**src/rtl/lut_arb_pkg.sv**
```systemverilog
// Shared FSM state type, default widths and the id-width helper for lut_access_arbiter.
package lut_arb_pkg;

    typedef enum logic [1:0] {
        ST_IDLE   = 2'd0,
        ST_LOOKUP = 2'd1,
        ST_INTERP = 2'd2,
        ST_OUTPUT = 2'd3
    } state_t;

    localparam int DEF_N_REQ  = 4;
    localparam int DEF_ADDR_W = 4;
    localparam int DEF_FRAC_W = 4;
    localparam int DEF_DATA_W = 8;

    // Width of a requester id; never below one bit so a 2-requester build still has a port.
    function automatic int clog2(input int value);
        int width;
        width = 1;
        while ((1 << width) < value) begin
            width++;
        end
        return width;
    endfunction

endpackage

```
**src/rtl/lut_interp.sv**
```systemverilog
// Combinational linear interpolation between two adjacent LUT entries:
// result = base + floor((next - base) * frac / 2**FRAC_W).
module lut_interp
    import lut_arb_pkg::*;
#(
    parameter int DATA_W = DEF_DATA_W,
    parameter int FRAC_W = DEF_FRAC_W
) (
    input  logic signed [DATA_W-1:0] base,
    input  logic signed [DATA_W-1:0] next_val,
    input  logic        [FRAC_W-1:0] frac,
    output logic signed [DATA_W-1:0] result
);

    localparam int PROD_W = DATA_W + FRAC_W + 1;

    logic signed [DATA_W:0]   diff;
    logic signed [PROD_W-1:0] prod;
    logic signed [PROD_W-1:0] shifted;

    assign diff    = $signed({next_val[DATA_W-1], next_val}) - $signed({base[DATA_W-1], base});
    // frac is an unsigned weight; the leading zero keeps the product signed without flipping it
    assign prod    = diff * $signed({1'b0, frac});
    assign shifted = prod >>> FRAC_W;
    // The interpolated point lies between base and next, so dropping the upper bits loses nothing.
    assign result  = DATA_W'(base + shifted);

endmodule

```
**src/rtl/lut_access_arbiter.sv**
```systemverilog
// Round-robin arbiter sharing one activation LUT between N_REQ neurons, one tagged result per request.
// Define LUT_ARB_INTERP_EN to add linear interpolation between adjacent LUT entries (latency 3 instead of 2).
module lut_access_arbiter
    import lut_arb_pkg::*;
#(
    parameter int N_REQ  = DEF_N_REQ,
    parameter int ADDR_W = DEF_ADDR_W,
    parameter int FRAC_W = DEF_FRAC_W,
    parameter int IN_W   = ADDR_W + FRAC_W,
    parameter int DATA_W = DEF_DATA_W
) (
    input  logic                     clk,
    input  logic                     rst,
    input  logic [N_REQ-1:0]         req_valid,
    input  logic [N_REQ*IN_W-1:0]    req_data,
    output logic [N_REQ-1:0]         req_ready,
    output logic [ADDR_W-1:0]        lut_address,
    input  logic signed [DATA_W-1:0] lut_base,
    input  logic signed [DATA_W-1:0] lut_next,
    output logic                     rsp_valid,
    output logic [clog2(N_REQ)-1:0]  rsp_id,
    output logic signed [DATA_W-1:0] rsp_data,
    input  logic                     rsp_ready
);

    localparam int ID_W = clog2(N_REQ);

    state_t            state;
    state_t            state_nx;
    logic [ID_W-1:0]   ptr;
    logic [ID_W-1:0]   gnt_q;
    logic              grant_found;
    logic [ID_W-1:0]   grant_id;
    logic [N_REQ-1:0]  grant_oh;
    logic [IN_W-1:0]   grant_value;

    // Requester index `offset` positions above `last`, wrapping at N_REQ.
    function automatic logic [ID_W-1:0] rr_index(input logic [ID_W-1:0] last, input int offset);
        int sum;
        sum = int'(last) + offset;
        if (sum >= N_REQ) begin
            sum = sum - N_REQ;
        end
        return ID_W'(sum);
    endfunction

    // Round-robin search: the requester just served gets the lowest priority.
    always_comb begin
        grant_found = 1'b0;
        grant_id    = '0;
        for (int k = 1; k <= N_REQ; k++) begin
            if (!grant_found && req_valid[rr_index(ptr, k)]) begin
                grant_found = 1'b1;
                grant_id    = rr_index(ptr, k);
            end
        end
    end

    always_comb begin
        grant_oh = '0;
        if (grant_found) begin
            grant_oh[grant_id] = 1'b1;
        end
    end

    assign grant_value = req_data[grant_id*IN_W +: IN_W];

    // NOTE: sequential state uses non-blocking assignments so every register updates from pre-edge values.
    always_ff @(posedge clk or negedge rst) begin
        if (!rst) begin
            state <= ST_IDLE;
        end else begin
            state <= state_nx;
        end
    end

    // NOTE: every signal written here gets a default first, so no path can infer a latch.
    always_comb begin
        state_nx  = state;
        req_ready = '0;
        case (state)
            ST_IDLE: begin
                // The strobe is combinational, so keep it quiet while reset is still held.
                if (grant_found && rst) begin
                    req_ready = grant_oh;
                    state_nx  = ST_LOOKUP;
                end
            end
            ST_LOOKUP: begin
`ifdef LUT_ARB_INTERP_EN
                state_nx = ST_INTERP;
`else
                state_nx = ST_OUTPUT;
`endif
            end
`ifdef LUT_ARB_INTERP_EN
            ST_INTERP: begin
                state_nx = ST_OUTPUT;
            end
`endif
            ST_OUTPUT: begin
                if (rsp_ready) begin
                    state_nx = ST_IDLE;
                end
            end
            default: begin
                state_nx = ST_IDLE;
            end
        endcase
    end

`ifdef LUT_ARB_INTERP_EN
    logic        [FRAC_W-1:0] frac_q;
    logic signed [DATA_W-1:0] base_q;
    logic signed [DATA_W-1:0] next_q;
    logic signed [DATA_W-1:0] interp_result;

    lut_interp #(
        .DATA_W (DATA_W),
        .FRAC_W (FRAC_W)
    ) u_interp (
        .base     (base_q),
        .next_val (next_q),
        .frac     (frac_q),
        .result   (interp_result)
    );
`else
    // Without interpolation the partner entry and the fraction bits have no consumer.
    logic unused_ok;
    assign unused_ok = ^{lut_next, grant_value[FRAC_W-1:0]};
`endif

    // lut_address is loaded at accept time so it is already valid throughout LOOKUP and holds afterwards.
    always_ff @(posedge clk or negedge rst) begin
        if (!rst) begin
            ptr         <= ID_W'(N_REQ - 1);
            gnt_q       <= '0;
            lut_address <= '0;
            rsp_valid   <= 1'b0;
            rsp_id      <= '0;
            rsp_data    <= '0;
`ifdef LUT_ARB_INTERP_EN
            frac_q      <= '0;
            base_q      <= '0;
            next_q      <= '0;
`endif
        end else begin
            case (state)
                ST_IDLE: begin
                    if (grant_found) begin
                        gnt_q       <= grant_id;
                        lut_address <= grant_value[IN_W-1 -: ADDR_W];
`ifdef LUT_ARB_INTERP_EN
                        frac_q      <= grant_value[FRAC_W-1:0];
`endif
                    end
                end
                ST_LOOKUP: begin
`ifdef LUT_ARB_INTERP_EN
                    base_q <= lut_base;
                    next_q <= lut_next;
`else
                    rsp_data  <= lut_base;
                    rsp_id    <= gnt_q;
                    rsp_valid <= 1'b1;
`endif
                end
`ifdef LUT_ARB_INTERP_EN
                ST_INTERP: begin
                    rsp_data  <= interp_result;
                    rsp_id    <= gnt_q;
                    rsp_valid <= 1'b1;
                end
`endif
                ST_OUTPUT: begin
                    if (rsp_ready) begin
                        rsp_valid <= 1'b0;
                        ptr       <= gnt_q;
                    end
                end
                default: begin
                end
            endcase
        end
    end

endmodule

```
**config.mk**
```make
export PLATFORM = sky130hd
export DESIGN_NAME = lut_access_arbiter
export DESIGN_NICKNAME = d
export VERILOG_FILES = /design/src/rtl/lut_arb_pkg.sv /design/src/rtl/lut_interp.sv /design/src/rtl/lut_access_arbiter.sv
export SDC_FILE = /design/constraint.sdc
export NUM_CORES = 1
export LEC_CHECK = 0
export ABC_AREA = 1
export ABC_CLOCK_PERIOD_IN_PS = 2150
export CORE_AREA = 4 4 69 58
export CTS_CLUSTER_SIZE = 8
export DETAILED_ROUTE_END_ITERATION = 8
export DIE_AREA = 0 0 73 62
export DONT_BUFFER_PORTS = 1
export GPL_ROUTABILITY_DRIVEN = 0
export PLACE_DENSITY_LB_ADDON = 0.15
export SETUP_SLACK_MARGIN = 0.3
export SLEW_MARGIN = 30
export SYNTH_ARGS = -nofsm -noshare
export SYNTH_HDL_FRONTEND = slang
export SYNTH_SLANG_ARGS = --single-unit
```
**constraint.sdc**
```tcl
create_clock -name clk -period 2.15 [get_ports clk]
set_clock_uncertainty 0.15 [all_clocks]
set_input_delay 0.215 -clock clk [delete_from_list [all_inputs] [get_ports clk]]
set_output_delay 0.215 -clock clk [all_outputs]
set_load 0.005 [all_outputs]
```
==> impl_metrics.env, run 1 <==
export IMPL_status="finished with violations"
export IMPL_violations="negative setup slack"
export IMPL_pre_cts_ws_ns=0.00531
export IMPL_fillers=325
export IMPL_syn_inst=188
export IMPL_cp_top_family="simple AND/OR/NAND/NOR gates"
export IMPL_p_leak_nw=0.942
export IMPL_initial_core_util=0.387
export IMPL_regToRegSetupSlack_ns=-0.11
export IMPL_drv_slew=0
export IMPL_p_total_mw=3.37
export IMPL_die_area_um2=4530
export IMPL_synth_compound_area_share=0.0356
export IMPL_ioPinCount=74
export IMPL_fin_util=0.534
export IMPL_start_kind="flip-flop"
export IMPL_setup_slack_ns=-0.197
export IMPL_worstMarginPinSlew_ns=0.471
export IMPL_synth_area_um2=1300
export IMPL_yosysWarnings=0
export IMPL_path_class="reg2out"
export IMPL_r2r_cells=16
export IMPL_cts_tree="yes"
export IMPL_ys_types=17
export IMPL_slew_headroom=0.686
export IMPL_stdcell_area_um2=1790
export IMPL_synthMuxAreaShare=0
export IMPL_worstReg2RegStart="ptr[0]"
export IMPL_via_per_inst=4.76
export IMPL_ys_seq_area_frac=0.407
export IMPL_drcViolationCount=0
export IMPL_rows=19
export IMPL_cp_data_required_time_ns=1.78
export IMPL_totalWireLength_um=3240
export IMPL_power_density_nw_per_um2=1880
export IMPL_synth_top_area_frac=0.366
export IMPL_synthXorXnorAreaFrac=0
export IMPL_holdPathStages=6
export IMPL_ir_worst_vdd_uv=811
export IMPL_nNetsFinal=272
export IMPL_cts_buffers=3
export IMPL_ys_seq_elements=21
export IMPL_syn_num_nets=243
export IMPL_die_h_um=62
export IMPL_endpoint_kind="output port"
export IMPL_cap_violations=0
export IMPL_synth_top_family_by_area="simple AND/OR/NAND/NOR gates"
export IMPL_rsz0062_at_grt="true"
export IMPL_synth_top_area_cell="dfrtp_1"
export IMPL_path_cells="nand2_1 -> nand2_4 -> nand2_2 -> nand2_4 -> inv_2 -> nand2_1 -> nor2_1 -> nand2_1 -> nand2_4 -> buf_4 -> nor3_4"
export IMPL_vias=1228
export IMPL_grt_pass1_vias=1184
export IMPL_diodes=0
export IMPL_areaGrowthSynthToFinish_pct=37.8
export IMPL_synthArstFlopShare=1.00
export IMPL_drive_gt1_frac=0.361
export IMPL_cts_sinks=21
export IMPL_max_freq_ghz=0.426
export IMPL_path_max_fanout=8
export IMPL_grt_pass1_wl_um=4970
export IMPL_min_period_over_period=1.09
export IMPL_synthTopCellsByCount="nand2_1 (86), dfrtp_1 (19), inv_1 (18), nand2_2 (17), nand3_1 (16)"
export IMPL_hp_class="in2reg"
export IMPL_synthSimpleGateAreaFrac=0.470
export IMPL_dp_hpwl_um=2250
export IMPL_synth_fa_ha_area_frac=0
export IMPL_grt_max_degree=23
export IMPL_placed_area_um2=1430
export IMPL_drtIter0Drc=42
export IMPL_drt_pass1_iter_count=4
export IMPL_hp_start="req_data[14]"
export IMPL_cts_root_buf="clkbuf_8"
export IMPL_insertion_delay_ns=0.26
export IMPL_r2r_end="lut_address[3]"
export IMPL_avgSynthCellArea_um2=6.91
export IMPL_synth_edf_count=0
export IMPL_slowest_delay_ns=0.67
export IMPL_port_buffers=0
export IMPL_yosys_most_used_dff="dfrtp_1"
export IMPL_die_w_um=73
export IMPL_grt_ovfl_total=0
export IMPL_clk_path_buf_depth=2
export IMPL_cp_arrival_ns=1.98
export IMPL_track_usage=0.137
export IMPL_crit_start="ptr[0]"
export IMPL_wl_per_cell_um=12.6
export IMPL_finalHoldViolations=0
export IMPL_fin_crit_ns=2.35
export IMPL_yosysMostFrequentCell="nand2_1"
export IMPL_cp_slowest_cell="dfstp_2"
export IMPL_coreArea_um2=3350
export IMPL_whs_ns=0.133
export IMPL_worst_hold_path_endpoint="lut_address[2]"
export IMPL_clk_pin_slew_ns=0.08
export IMPL_cts_max_level=1
export IMPL_antenna_left=0
export IMPL_antenna_found_initial=0
export IMPL_report_final_setup_viol=9
export IMPL_cp_num_buf_inv=2
export IMPL_synth_area_leaders="dfrtp_1 (37%), nand2_1 (25%), nand2_2 (8.2%)"
-- repair_timing --
action,in CTS,in global routing
pin swaps,6,6
resized for setup,6,31
hold buffers,10,1
endpoints found under the setup margin,10,20
endpoints found under the hold margin,31,19
setup buffers,5,6
-- where the power goes --
part	total, mW	leakage (nW)	switching (mW)	internal [mW]
clock	0.252	0.0255	0.123	0.129
combinational	2.35	0.663	1.41	0.937
sequential	0.769	0.254	0.168	0.600
total	3.37	0.942	1.70	1.67
-- layout make-up --
cell class	instances	area, um^2	share of cell area
clock buffer	3	41.3	0.0231
clock inverter	1	5.00	0.00280
inverter	22	95.1	0.0531
multi-input combinational	142	827	0.462
sequential	21	528	0.295
tap	42	52.6	0.0294
timing repair buffer	27	240	0.134
-- how the worst max path moves through the flow --
stage                     end  slack [ns]  cells after the start
3_5_place_dp   lut_address[0]       0.005                     15
6_report         req_ready[0]       -0.20                     11
5_1_grt          req_ready[0]       -0.32                     11
4_1_cts          req_ready[0]       -0.16                     11
2_1_floorplan  lut_address[1]        0.15                     17
3_3_place_gp   lut_address[0]        0.05                     15
-- flip-flops by register name, indices dropped and copies added (netlist names) --
signal	cells
rsp_data	8
lut_address	4
gnt_q	2
ptr	2
rsp_id	2
state	2
rsp_valid	1
-- layer usage --
layer  wire length (um)  vias up  track usage
met5                  0        -            0
met4                 28        0       0.0500
met3                199        4       0.0322
met2               1590       37        0.236
met1               1420      557        0.171
li1                   -      630            -
-- cells in the final DEF (no fill, tap or decap), drive strengths merged --
cell type and n:
nand2 106, inv 22, dfrtp 19, nand3 17, buf 17, dlygate4sd3 10, o21ai 8, nor2 6
nor3 4, clkbuf 3, dfstp 2, o22ai 1, clkinv 1
-- worst reg2reg max path, delay by kind of cell, from the launching register on --
family	cells	cell delay, ns
buf+inv	3	0.34
simple gates	13	1.04
flops	1	0.67
-- cell families after synthesis --
logic type | Yosys count
buffers and inverters | 25
AO/OA/AOI/OAI | 9
flip-flops | 21
AND/OR/NAND/NOR | 133
-- metrics by stage --
step	TNS, ns	std cells
floorplan	0	188
global placement	0	232
detailed placement	0	232
CTS	-1.02	251
global route	-2.29	258
finish	-1.17	258
No activity file was read; power rests on OpenSTA's default activity.
==> inputs of run 2 (changes only) <==
--- a/config.mk
+++ b/config.mk
@@ -8,11 +8,11 @@
 export ABC_AREA = 1
 export ABC_CLOCK_PERIOD_IN_PS = 2150
 export CORE_AREA = 4 4 69 58
-export CTS_CLUSTER_SIZE = 8
 export DETAILED_ROUTE_END_ITERATION = 8
 export DIE_AREA = 0 0 73 62
 export DONT_BUFFER_PORTS = 1
 export GPL_ROUTABILITY_DRIVEN = 0
+export MAX_ROUTING_LAYER = met4
 export PLACE_DENSITY_LB_ADDON = 0.15
 export SETUP_SLACK_MARGIN = 0.3
 export SLEW_MARGIN = 30
==> impl_metrics.env, run 2 (same netlist as run 1, synthesis figures left out) <==
export IMPL_layout_commonest_cell="nand2_1"
export IMPL_track_usage=0.142
export IMPL_drive_gt1_frac=0.361
export IMPL_cts_tree="yes"
export IMPL_cts_sinks=21
export IMPL_via_per_inst=4.76
export IMPL_top_usage_layer="met2"
export IMPL_grt_pass1_vias=1181
export IMPL_cap_violations=0
export IMPL_ir_worst_vdd_uv=810
export IMPL_die_w_um=73
export IMPL_path_cells="nand2_1 -> nand2_4 -> nand2_2 -> nand2_4 -> inv_2 -> nand2_1 -> nor2_1 -> nand2_1 -> nand2_4 -> buf_4 -> nor3_4"
export IMPL_setup_slack_ns=-0.197
export IMPL_fin_crit_ns=2.35
export IMPL_cts_root_buf="clkbuf_8"
export IMPL_insertion_delay_ns=0.26
export IMPL_cp_arrival_ns=1.98
export IMPL_coreArea_um2=3350
export IMPL_cp_num_buf_inv=2
export IMPL_start_kind="flip-flop"
export IMPL_fillers=325
export IMPL_antenna_found_initial=0
export IMPL_slew_headroom=0.686
export IMPL_vias=1227
export IMPL_max_freq_ghz=0.426
export IMPL_wl_per_cell_um=12.6
export IMPL_grt_max_degree=23
export IMPL_nNetsFinal=272
export IMPL_slowest_delay_ns=0.67
export IMPL_multi_input_area_um2=827
export IMPL_path_class="reg2out"
export IMPL_placed_area_um2=1430
export IMPL_diodes=0
export IMPL_power_density_nw_per_um2=1880
export IMPL_status="finished with violations"
export IMPL_clk_path_buf_depth=2
export IMPL_ioPinCount=74
export IMPL_drt_pass1_iter_count=4
export IMPL_report_final_setup_viol=9
export IMPL_cp_data_required_time_ns=1.78
export IMPL_rsz0062_at_grt="true"
export IMPL_areaGrowthSynthToFinish_pct=37.8
export IMPL_cts_max_level=1
export IMPL_violations="negative setup slack"
export IMPL_grtUsageMet2=0.236
export IMPL_path_max_fanout=8
export IMPL_min_period_over_period=1.09
export IMPL_drcViolationCount=0
export IMPL_largest_register="rsp_data"
export IMPL_antenna_left=0
export IMPL_port_buffers=0
export IMPL_p_total_mw=3.36
export IMPL_drv_slew=0
export IMPL_totalWireLength_um=3240
export IMPL_die_area_um2=4530
export IMPL_drtIter0Drc=32
export IMPL_gr_usage_met1=0.173
export IMPL_dpl_cell_count=232
export IMPL_worstMarginPinSlew_ns=0.471
export IMPL_finalHoldViolations=0
export IMPL_die_h_um=62
export IMPL_clk_pin_slew_ns=0.08
export IMPL_dp_hpwl_um=2250
export IMPL_grtUsageMet3=0.0305
export IMPL_largestRegisters="rsp_data x8, lut_address x4"
export IMPL_cp_top_family="simple AND/OR/NAND/NOR gates"
export IMPL_register_area_um2=528
export IMPL_endpoint_kind="output port"
export IMPL_hp_class="in2reg"
export IMPL_whs_ns=0.133
export IMPL_p_leak_nw=0.942
export IMPL_grt_pass1_wl_um=4980
export IMPL_largest_reg_flops=8
export IMPL_grt_ovfl_total=0
export IMPL_cp_slowest_cell="dfstp_2"
export IMPL_fin_cells=258
export IMPL_stdcell_area_um2=1790
export IMPL_rows=19
export IMPL_initial_core_util=0.387
export IMPL_final_cell_mix="nand2_1 (69), nand2_2 (23), dfrtp_1 (19)"
export IMPL_cts_buffers=3
run 2: cell counts in the layout (fill, tap and decap cells not counted):
Identical to the previous run, type by type.
run 2: repair_timing:
| action | 4_1_cts | 5_1_grt |
|---|---|---|
| pin swaps | 6 | 6 |
| buffers inserted | 5 | 6 |
| gates cloned | 0 | 0 |
| endpoints found under the setup margin | 10 | 20 |
| resized for setup | 6 | 31 |
| hold buffers | 10 | 1 |
| endpoints found under the hold margin | 31 | 19 |
run 2: final timing paths:
path / start / endpoint / slack, ns / depth (start not counted)
min in group asynchronous: rst / rsp_id[1] / 0.29 / 2
worst max register to register: ptr[0] / lut_address[3] / -0.11 / 16
worst max-delay path: ptr[0] / req_ready[0] / -0.20 / 11
max in group asynchronous: rst / ptr[1] / 1.21 / 2
worst min register to register: rsp_data[5] / rsp_data[5] / 0.35 / 2
worst min-delay path: req_data[14] / lut_address[2] / 0.13 / 6
run 2: cell type report:
type,instances,share of cell area
clock buffer,3,0.0231
clock inverter,1,0.00280
inverter,22,0.0531
multi-input combinational,142,0.462
sequential,21,0.295
tap,42,0.0294
timing repair buffer,27,0.134
run 2: stage by stage:
stage	utilization	worst slack [ns]	setup TNS, ns
floorplan	-	0.153	0
global placement	0.425	0.0541	0
detailed placement	0.425	0.00531	0
CTS	0.487	-0.157	-1.02
global route	0.534	-0.321	-2.28
finish	0.534	-0.197	-1.16
run 2: layer usage:
| metal | vias to the layer above | share of wire |
|---|---|---|
| met5 | - | 0 |
| met4 | 0 | 0.0086 |
| met3 | 4 | 0.064 |
| met2 | 37 | 0.49 |
| met1 | 555 | 0.44 |
| li1 | 631 | - |
run 2: where the power goes:
group | switching [mW] | internal [mW]
Clock | 0.123 | 0.129
Combinational | 1.40 | 0.937
Sequential | 0.168 | 0.600
Total | 1.69 | 1.67
run 2: worst min-delay path: cells and delay by family:
kind / cells / cell delay, ns
simple gates: 6 / 0.29
